[src/rtl/alu_ctrl_seq.sv]
// alu_ctrl_seq: registered ALU control unit with a multi-cycle mult/div sequencer.
//
// Decodes the main-decoder op class and the R-type funct field into an ALC_W-bit
// ALU control word (4-bit codes zero-extended). A mult/div issue sends a one-cycle
// start pulse to the iterative unit and holds the pipeline for MULDIV_LAT cycles,
// then pulses md_done.
//
// Optional feature macro: ALU_CTRL_SEQ_ILLEGAL_TRAP_EN
//   defined   : illegal op/funct raises illegal_out alongside valid_out
//   undefined : illegal_out tied to 0, illegal encodings decode to 0000 silently
//
// Ports:
//   clk, rst_n   clock (rising edge), asynchronous active-low reset
//   valid_in     op/funct valid from decode
//   op, funct    main-decoder ALU op class, R-type function field
//   stall_in     downstream hold; freezes the output register
//   stall_out    upstream hold = stall_in | busy (combinational)
//   alc_out      registered ALU control word
//   valid_out    alc_out is valid
//   md_start     one-cycle mult/div issue pulse
//   md_op        0 = mult, 1 = div; registered with md_start
//   busy         sequencer waiting on the mult/div unit
//   md_done      one-cycle pulse at the end of the wait
//   illegal_out  undefined op/funct flag
module alu_ctrl_seq #(
  parameter int unsigned ALC_W      = 4,
  parameter int unsigned MULDIV_LAT = 32,
  parameter int unsigned CNT_W      = 6
) (
  input  logic             clk,
  input  logic             rst_n,
  input  logic             valid_in,
  input  logic [2:0]       op,
  input  logic [5:0]       funct,
  input  logic             stall_in,
  output logic             stall_out,
  output logic [ALC_W-1:0] alc_out,
  output logic             valid_out,
  output logic             md_start,
  output logic             md_op,
  output logic             busy,
  output logic             md_done,
  output logic             illegal_out
);

  localparam logic [3:0] AlcAdd  = 4'b0000;
  localparam logic [3:0] AlcSub  = 4'b0001;
  localparam logic [3:0] AlcSrl  = 4'b0010;
  localparam logic [3:0] AlcSlt  = 4'b0011;
  localparam logic [3:0] AlcAnd  = 4'b0100;
  localparam logic [3:0] AlcOr   = 4'b0101;
  localparam logic [3:0] AlcOp6  = 4'b0110;
  localparam logic [3:0] AlcXor  = 4'b0111;
  localparam logic [3:0] AlcMult = 4'b1000;
  localparam logic [3:0] AlcDiv  = 4'b1001;
  localparam logic [3:0] AlcSll  = 4'b1010;

  typedef enum logic {StIdle, StWait} seq_state_e;

  logic [3:0]       dec_code;
  logic             dec_illegal;
  logic             dec_is_md;
  logic             accept;

  seq_state_e       state_q;
  logic [CNT_W-1:0] cnt_q;
  logic             busy_q;
  logic             md_start_q;
  logic             md_op_q;
  logic             md_done_q;
  logic [ALC_W-1:0] alc_q;
  logic             valid_q;

  // Decode
  always_comb begin
    dec_code    = AlcAdd;
    dec_illegal = 1'b0;
    case (op)
      3'b000: dec_code = AlcAdd;
      3'b001: dec_code = AlcSub;
      3'b011: dec_code = AlcSrl;
      3'b100: dec_code = AlcAnd;
      3'b101: dec_code = AlcOr;
      3'b110: dec_code = AlcOp6;
      3'b010: begin
        case (funct)
          6'd0:    dec_code = AlcSll;
          6'd2:    dec_code = AlcSrl;
          6'd24:   dec_code = AlcMult;
          6'd26:   dec_code = AlcDiv;
          6'd32:   dec_code = AlcAdd;
          6'd34:   dec_code = AlcSub;
          6'd36:   dec_code = AlcAnd;
          6'd37:   dec_code = AlcOr;
          6'd38:   dec_code = AlcXor;
          6'd42:   dec_code = AlcSlt;
          default: begin
            dec_code    = AlcAdd;
            dec_illegal = 1'b1;
          end
        endcase
      end
      default: begin
        dec_code    = AlcAdd;
        dec_illegal = 1'b1;
      end
    endcase
  end

  // Illegal encodings already decode to 0000, so they can never look like mult/div.
  assign dec_is_md = (dec_code == AlcMult) || (dec_code == AlcDiv);

  assign stall_out = stall_in | busy_q;
  assign accept    = valid_in & ~stall_out;

  // Output register
  always_ff @(posedge clk or negedge rst_n) begin
    if (!rst_n) begin
      alc_q   <= '0;
      valid_q <= 1'b0;
    end else if (accept) begin
      alc_q   <= ALC_W'(dec_code);
      valid_q <= 1'b1;
    end else if (!stall_in) begin
      valid_q <= 1'b0;
    end
  end

  // Mult/div sequencer: the counter runs regardless of stall_in.
  always_ff @(posedge clk or negedge rst_n) begin
    if (!rst_n) begin
      state_q    <= StIdle;
      cnt_q      <= '0;
      busy_q     <= 1'b0;
      md_start_q <= 1'b0;
      md_op_q    <= 1'b0;
      md_done_q  <= 1'b0;
    end else begin
      md_start_q <= 1'b0;
      md_done_q  <= 1'b0;
      unique case (state_q)
        StIdle: begin
          if (accept && dec_is_md) begin
            state_q    <= StWait;
            md_start_q <= 1'b1;
            md_op_q    <= funct[1];
            cnt_q      <= CNT_W'(MULDIV_LAT - 1);
            busy_q     <= 1'b1;
          end
        end
        StWait: begin
          if (cnt_q == '0) begin
            state_q   <= StIdle;
            busy_q    <= 1'b0;
            md_done_q <= 1'b1;
          end else begin
            cnt_q <= cnt_q - 1'b1;
          end
        end
        default: state_q <= StIdle;
      endcase
    end
  end

`ifdef ALU_CTRL_SEQ_ILLEGAL_TRAP_EN
  logic illegal_q;

  // Follows the same load/hold/clear rules as valid_out.
  always_ff @(posedge clk or negedge rst_n) begin
    if (!rst_n) begin
      illegal_q <= 1'b0;
    end else if (accept) begin
      illegal_q <= dec_illegal;
    end else if (!stall_in) begin
      illegal_q <= 1'b0;
    end
  end

  assign illegal_out = illegal_q;
`else
  logic unused_dec_illegal;
  assign unused_dec_illegal = dec_illegal;
  assign illegal_out        = 1'b0;
`endif

  assign alc_out   = alc_q;
  assign valid_out = valid_q;
  assign md_start  = md_start_q;
  assign md_op     = md_op_q;
  assign busy      = busy_q;
  assign md_done   = md_done_q;

endmodule

[config.mk]
export PLATFORM = sky130hd
export DESIGN_NAME = alu_ctrl_seq
export DESIGN_NICKNAME = d
export VERILOG_FILES = /design/src/rtl/alu_ctrl_seq.sv
export SDC_FILE = /design/constraint.sdc
export NUM_CORES = 1
export LEC_CHECK = 0
export ABC_CLOCK_PERIOD_IN_PS = 2300
export CAP_MARGIN = 20
export CORE_MARGIN = 2
export CORE_UTILIZATION = 49
export CTS_BUF_LIST = sky130_fd_sc_hd__clkbuf_8
export DETAILED_ROUTE_END_ITERATION = 12
export PLACE_DENSITY = 0.81
export SLEW_MARGIN = 0
export SYNTH_ARGS = -nofsm -noshare
export SYNTH_HDL_FRONTEND = slang
export SYNTH_SLANG_ARGS = --single-unit
[constraint.sdc]
create_clock -name clk -period 2.3 [get_ports clk]
set_input_delay 0.46 -clock clk [delete_from_list [all_inputs] [get_ports clk]]
set_output_delay 0.46 -clock clk [all_outputs]
set_load 0.03 [all_outputs]
==> out/results.ini <==
[timing]
fin_crit_sh_pct=94.21
post-route-min-period_ns=2.167
rsz0062_at_grt=false
tns_ns=0
tightest_slew_ns=0.7053
final-max-slew-violation-count=0
setup_violations=0
finalHoldViolCount=0
timing.hold.ws_ns=0.4773
fmax_mhz=461.5
relSlewSlack_pct=52.83
fin_skew_ns=0.005536

[die]
die_h_um=46.10
io_pins=24
core_mm2=0.001689
die_area_mm2=0.002125
die_x_um=46.10
initial_core_util_pct=51.41
fp-row-count=15

[logic_synthesis]
synthFlopType=dfrtp_1
yosysMostFrequentCell=dfrtp_1
synth_cell_types=33
ys.warnings.count=0
synth_top_cell_area_share_pct=46.11
seq_area_frac_synth_pct=46.11
synthTopCellsByCount=dfrtp_1 (16), nand2_1 (10), inv_1 (8)
postSynthAreaPerCell_um2=9.438
synth-edff-count=0
syn_area_um2=868.3
synthArstFlopShare_pct=100.0
synth_top_cell_by_area=dfrtp_1
ys_seq_elements=16
syn_nets=107
synth_area_leaders=dfrtp_1 (46%), nand2_1 (4.3%), o211ai_1 (4.3%), inv_1 (3.5%), ha_1 (2.9%)
synthCells=92

[routing]
wire_per_inst_um=13.60
avgViaCountPerCell=5.793
ant_nets=0
drc=0
drtIter0Drc=11
vias=782
drt-total-wl_um=1836
drt_first_pass_iters=4

[pwr]
total_power_uw=608.8
p_int_uw=472.1
p_per_area_mw_per_mm2=522.7
seqPwrFrac_pct=47.5
power_frac_clock_pct=40.9
switching_power_uw=136.7
pwr-share-comb_pct=11.6
switching_share_pct=22.46
p_leak_nw=0.5061
max-vdd-ir-drop_uv=413.0

[clock_network]
cts_tree=yes
clkLatencyLatePin_ns=0.25
postCtsSetupRepairBufs=0
cts_buffers=3
clkTransAtPathRegs_ns=0.06
clock-root-buffer=clkbuf_8
cts_sinks=16
htree_levels=1
hold_buffers=0
clockBufferDepth=2
cts-resized-gates=0

[setup_path]
r2r_start=cnt_q[2]
cpPeakStageDelay_ns=0.65
r2r-end=cnt_q[2]
required_ns=1.84
cp_cell_sequence=clkdlybuf4s50_1 -> nor2_1 -> inv_1 -> clkdlybuf4s50_1
cp_max_fo=3
rrSetupSlack_ns=0.73
cp-start-kind=input port
cp_slowest_cell=clkdlybuf4s50_1
criticalPathCategory=input port to output pin
path_buf_inv=3
r2r_cells=4
arrival_ns=1.71
crit_family=buffers and inverters
path_common_cell=clkdlybuf4s50_1
crit_path_end_kind=output pin

[hold_path]
hold_path_depth=2
hold_end=valid_out
hp-start=valid_out
hp-class=register to register

[global_routing]
grt_pass1_wl_um=2925
antenna_found_initial=0
grt_pass1_vias=704
grt_usage_pct=19.80
grt_start_max_net_pins=17
overflow=0

[job]
drv_cap=0

[place]
port_buffers=22
place_inst=131
postPlaceCellArea_mm2=0.001110
hpwlAfterDp_um=1381
gp_congestion=0.8348

[cells_and_area]
stdcell_count=135
drive_above_1_share_pct=6.780
antennaDiodeCount=0
areaGrowthSynthToFinish_pct=34.15
fin_nets=134
design_area_mm2=0.001165

[status]
status=finished clean

worst max-delay path by stage:
stage,from,end,slack [ns],cells past startpoint
after detailed placement,funct[3],cnt_q[5],0.03,7
final,stall_in,stall_out,0.13,4
after floorplan,busy,md_op,0.54,5
after global routing,stall_in,stall_out,0.10,4
after CTS,stall_in,stall_out,0.13,4
after global placement,funct[3],md_op,0.06,5
power groups by stage:
stage | registers [mW] | clock network (mW) | logic [mW]
finish | 0.289 | 0.249 | 0.0709
global route | 0.289 | 0.268 | 0.0775
CTS | 0.289 | 0.257 | 0.0713
detailed placement | 0.294 | 0 | 0.0709
global placement | 0.294 | 0 | 0.0690
floorplan | 0.298 | 0 | 0.0227
sequential cells by signal, summed over array words and instances (netlist names):
signal,flops
cnt_q,6
valid_out,1
state_q,1
busy,1
md_done,1
md_start,1
md_op,1
alc_out,4
routing by layer:
layer / track usage [%] / vias to the layer above / wire length [um]
met5: 0 / - / 0
met4: 3.429 / 0 / 0
met3: 8.627 / 0 / 151
met2: 31.11 / 39 / 892
met1: 25.69 / 366 / 793
li1: - / 377 / -
kinds of logic after synthesis:
kind of cell	synth area share [%]
and+or+nand+nor	17.29
AOI/OAI and AO/OA	21.33
DFF	46.11
buffers and inverters	6.052
xor gates and xnor gates	3.026
adders and majority gates	2.881
muxes	2.881
other	0.4319
stage by stage:
stage,setup slack (ns),util [%]
after floorplan,0.5401,-
after detailed placement,0.02987,65.70
after global routing,0.1017,68.96
after CTS,0.1292,68.96
final,0.1333,68.96
after global placement,0.06491,65.70
worst min-delay path: cells and delay by family, from the launching register on:
family	cells	cell delay, ns
DFF	1	0.34
and+or+nand+nor	2	0.10
area by class of cell:
type / instances / area (um2)
clock buffers: 4 / 55.05
fillers: 116 / 524.3
inverters: 8 / 30.03
multi-input cells: 65 / 415.4
flip-flops and latches: 16 / 400.4
well taps: 17 / 21.27
repair buffers: 25 / 242.7
cells in the final DEF (no fill, tap or decap), types with 2 or more instances in the layout:
master,n
nand2_1,10
nor2_1,6
clkdlybuf4s50_1,22
ha_1,2
nand3b_1,2
a211oi_1,3
xor2_1,2
nand2b_1,4
o21ai_0,3
or3_1,2
nor3_1,5
clkbuf_8,4
inv_1,8
o211ai_1,5
and2_1,2
a21oi_1,4
buf_4,3
dfrtp_1,16
No activity file was read; power rests on OpenSTA's default activity.
==> variant 1: new RTL, same flow settings <==
Add a define of `ALU_CTRL_SEQ_ILLEGAL_TRAP_EN`.
--- a/src/rtl/alu_ctrl_seq.sv
+++ b/src/rtl/alu_ctrl_seq.sv
@@ -23,4 +23,6 @@
 //   md_done      one-cycle pulse at the end of the wait
 //   illegal_out  undefined op/funct flag
+`define ALU_CTRL_SEQ_ILLEGAL_TRAP_EN
+
 module alu_ctrl_seq #(
   parameter int unsigned ALC_W      = 4,
Check against the original RTL: not equivalent (a bounded check fails within 4 cycles, from zero or initial values and one cycle with rst_n low).
==> variant 1 against the unedited design <==
Synthesized area grew 11%; design area grew 16%; sequential power grew 5%; sequential cell count grew 1; combinational power grew 28%; power grew 2.0%; die area grew 9.6%; setup slack lost 0.079 ns; wire length grew 26%; worst hold slack gained 0.012 ns; largest cell class unchanged.
==> variant 1: results (changes against the unedited design) <==
metric	value	unit	change
number of synthesis warnings	0		unchanged
leakage	0.634	nW	+25%
wire length on met1	1070	µm	+35%
Max Fanout on Critical Path	5		+2
most instantiated cells after synthesis	17 x dfrtp_1, 14 x nand2_1, 7 x nor2_1		
CTS Buf Count	3		unchanged
vias per cell	5.43		-6.2%
Synth Area in Adders	2.61	%	-0.27 points
Port Buffers	23		+4.5%
synth top area cells	dfrtp_1 44%, nand2_1 5.5%, nor3_1 3.1%		
Period Utilization, post-route	97.7	%	+3.5 points
Reg-to-Reg End	cnt_q[5]		
post-synthesis mux area share	2.61	%	-0.27 points
share of layout cells above drive strength 1	17.1	%	+10 points
Yosys cell types	36		+9.1%
R2R cell count	6		+2
Hold EP	alc_out[1]		
DR WL met2	1080	µm	+21%
DP Area	1300	µm²	+17%
compound-cell area share of the yosys netlist	15.8	%	-5.5 points
skew final	0.00136	ns	-0.00418 ns
top sig layer	met4		
met3 routed WL	136	µm	-9.9%
nets@finish	156		+16%
reg-to-reg critical path startpoint	busy		
gr usage total	22.2	%	+2.4 points
largest net degree at the start of global routing	18		+1
status	completed		
Max VDD drop	0.281	mV	-32%
Post-Synthesis Cells	102		+11%
final non-filler cell total	167		+24%
Worst Setup SP	funct[5]		
drt pass-1 iters	5		+1
number of global-route vias before repair	843		+20%
DP Worst Slack	-0.247	ns	-0.277 ns
Hold WS	0.489	ns	+0.0118 ns
Worst Setup EP	md_op		
first-pass GRT wire length	3640	µm	+24%
Final HPWL DP	1720	µm	+25%
routability cong.	0.983		+18%
post-synthesis xor/xnor area fraction	3.65	%	+0.62 points
CTS clk-pin slew, worst paths	0.07	ns	
largest family of logic cells by synthesized area	simple AND/OR/NAND/NOR gates		
## variant 1: cell count changes in the layout (fill, tap and decap cells not counted), sizes merged, moves of 3 or more
cell,unedited run,this run
nand3,0,4
o211ai,5,0
nor3b,0,3
buf,3,16
nand2,10,14
## variant 1: final cells by class
type	count	area, µm²
Inverter	6	22.5
Fill cell	151	547
Multi-Input combinational cell	74	472
Sequential cell	17	425
Clock buffer	3	41.3
Tap cell	27	33.8
Clock inverter	1	5.00
Timing Repair Buffer	39	355
## variant 1: repair_timing
item | CTS | global route
gates resized for setup | 0 | 2
setup endpoints to repair | 0 | 7
hold endpoints to repair | 0 | 0
## variant 1: worst max-delay path, stage by stage
cell	delay, ns
clkdlybuf4s50_1	0.55
o21ba_1	0.17
a2111o_1	0.42
a221oi_2	0.29
or3_1	0.20
mux2_4	0.30
## variant 1: power by group
part | switching, W | total (W) | internal [W]
clock | 0.000106 | 0.000226 | 0.000120
sequential | 0.00000204 | 0.000304 | 0.000302
combinational | 0.0000435 | 0.0000905 | 0.0000470
==> variant 2: new RTL, config.mk and constraints unchanged <==
Without the edit above. The parameter `MULDIV_LAT` goes from 32 to 16.
--- a/src/rtl/alu_ctrl_seq.sv
+++ b/src/rtl/alu_ctrl_seq.sv
@@ -25,5 +25,5 @@
 module alu_ctrl_seq #(
   parameter int unsigned ALC_W      = 4,
-  parameter int unsigned MULDIV_LAT = 32,
+  parameter int unsigned MULDIV_LAT = 16,
   parameter int unsigned CNT_W      = 6
 ) (
Function: no difference found for any inputs over 10 cycles, from zero or initial values and one cycle with rst_n low; that may be too few to reach the edited logic, so the function may still have changed.
==> variant 2 against the unedited design <==
Cell count is 9.6% higher; sequential cell count stayed put; first-iteration DRC count is 18% lower; wire length is 1.2% higher; design area is 4.9% higher; count of clock-buffer cells in the layout stayed put; critical path depth stayed put; synthesized area is 1.6% higher; setup slack worse by 0.0087 ns; sequential share of layout area is 1.6 points lower; clock skew is 0.0014 ns lower.
Power is not compared: it rests on default switching activity, and its combinational part moved more than twofold at a synthesized area within 25%.
==> variant 2: results (changes against the unedited design) <==
metric	value	unit	change
status	completed		
setup tns final	0	ns	unchanged
Worst path top cell family by delay	buffers and inverters		
largest net degree at the start of global routing	17		unchanged
Max VDD drop	0.638	mV	
initial DRC count	9		-2
Worst Setup SP	stall_in		
gr usage total	20.5	%	+0.67 points
routability cong.	0.778		-6.8%
Port Buffers	22		unchanged
CTS Buf Count	3		unchanged
Slew headroom	53.8	%	+0.94 points
skew final	0.00410	ns	-0.00144 ns
sequential area share after synthesis	45.4	%	-0.72 points
largest register by flop count	cnt_q		
crit-path max cell delay	0.65	ns	about the same
max_cap viols	0		unchanged
Hold Path Class	flip-flop to flip-flop		
clk_lat worst skew	0.25	ns	about the same
Fill cells	133		+15%
nets@finish	139		+3.7%
Mapped Nets	108		+0.93%
Max Fanout on Critical Path	3		unchanged
vias per cell	5.33		-8.0%
slowest stage cell, crit path	clkdlybuf4s50_1		
most instantiated cells after synthesis	16 x dfrtp_1, 10 x nand2_1, 7 x inv_1		
Final HPWL DP	1450	µm	+5.2%
number of antenna violations at the first check in global routing	0		unchanged
share of layout cells above drive strength 1	9.76	%	+3.0 points
first-pass GRT wire length	3060	µm	+4.5%
DP Area	1170	µm²	+5.2%
clk root buf	clkbuf_8		
FFs w/ async S/R, synth	100	%	unchanged
Reg2Reg Setup Slack	0.71	ns	-0.02 ns
antenna cells	0		unchanged
CTS clk-pin slew, worst paths	0.06	ns	about the same
Post-Syn Area per Cell	9.48	µm²	+0.49%
post-CTS setup buffers	0		unchanged
R2R cell count	4		unchanged
CTS Buffer Depth	2		unchanged
CTS H-Tree Depth	1		unchanged
number of global-route vias before repair	729		+3.6%
synth top area cells	dfrtp_1 45%, nand2_1 4.3%, a2111oi_4 3.1%		
final non-filler cell total	148		+9.6%
final WL	1860	µm	+1.2%
leakage	0.527	nW	
Reg-to-Reg End	md_op		
reg-to-reg critical path startpoint	busy		
[variant 2: per-stage QoR]
step	setup slack, ns	hold slack [ns]	util [%]
2_1_floorplan	0.489	0.164	-
3_3_place_gp	0.0323	0.459	68.4
3_5_place_dp	-0.0130	0.465	68.4
4_1_cts	0.120	0.479	71.6
5_1_grt	0.0938	0.483	71.6
6_report	0.125	0.475	71.6
[variant 2: final cells by class]
cell class                 instances  share of cell area [%]
clock buffer                       4                    4.50
inverter                           7                    2.15
multi-input combinational         68                    36.3
sequential                        16                    32.8
tap                               25                    2.56
timing repair buffer              28                    21.7
[variant 2: worst register-to-register path, cell delays in order, from the launching register on]
cell       delay [ns]
dfrtp_1          0.40
nor2_1           0.19
nand2_1          0.18
a2111oi_4        0.38
mux2_4           0.33
[variant 2: per-layer routing]
metal | GRT usage [%] | vias up | part of all wire [%]
li1 | - | 392 | -
met1 | 26.2 | 369 | 44
met2 | 31.1 | 24 | 48
met3 | 5.49 | 4 | 5.7
met4 | 11.4 | 0 | 1.7
met5 | 0 | - | 0
[variant 2: power by group]
group	leakage (nW)	switching, W	internal, W
sequential	0.199	0.0000746	0.000365
clock	0.0288	0.0000925	0.000152
combinational	0.300	0.000206	0.000175
[variant 2: cells by family after synthesis]
group / synth area share [%]
adders and majority gates: 2.84
xor gates and xnor gates: 1.99
and+or+nand+nor: 19.1
buffers and inverters: 4.26
AOI/OAI and AO/OA: 24.3
other: 0.425
muxes: 1.70
DFF: 45.4
[variant 2: worst min-delay path by stage]
stage	startpoint	end	slack, ns
finish	valid_out	valid_out	0.48
global placement	alc_out[2]	alc_out[2]	0.46
global route	alc_out[2]	alc_out[2]	0.48
CTS	alc_out[2]	alc_out[2]	0.48
floorplan	rst_n	alc_out[0]	0.16
detailed placement	valid_out	valid_out	0.46
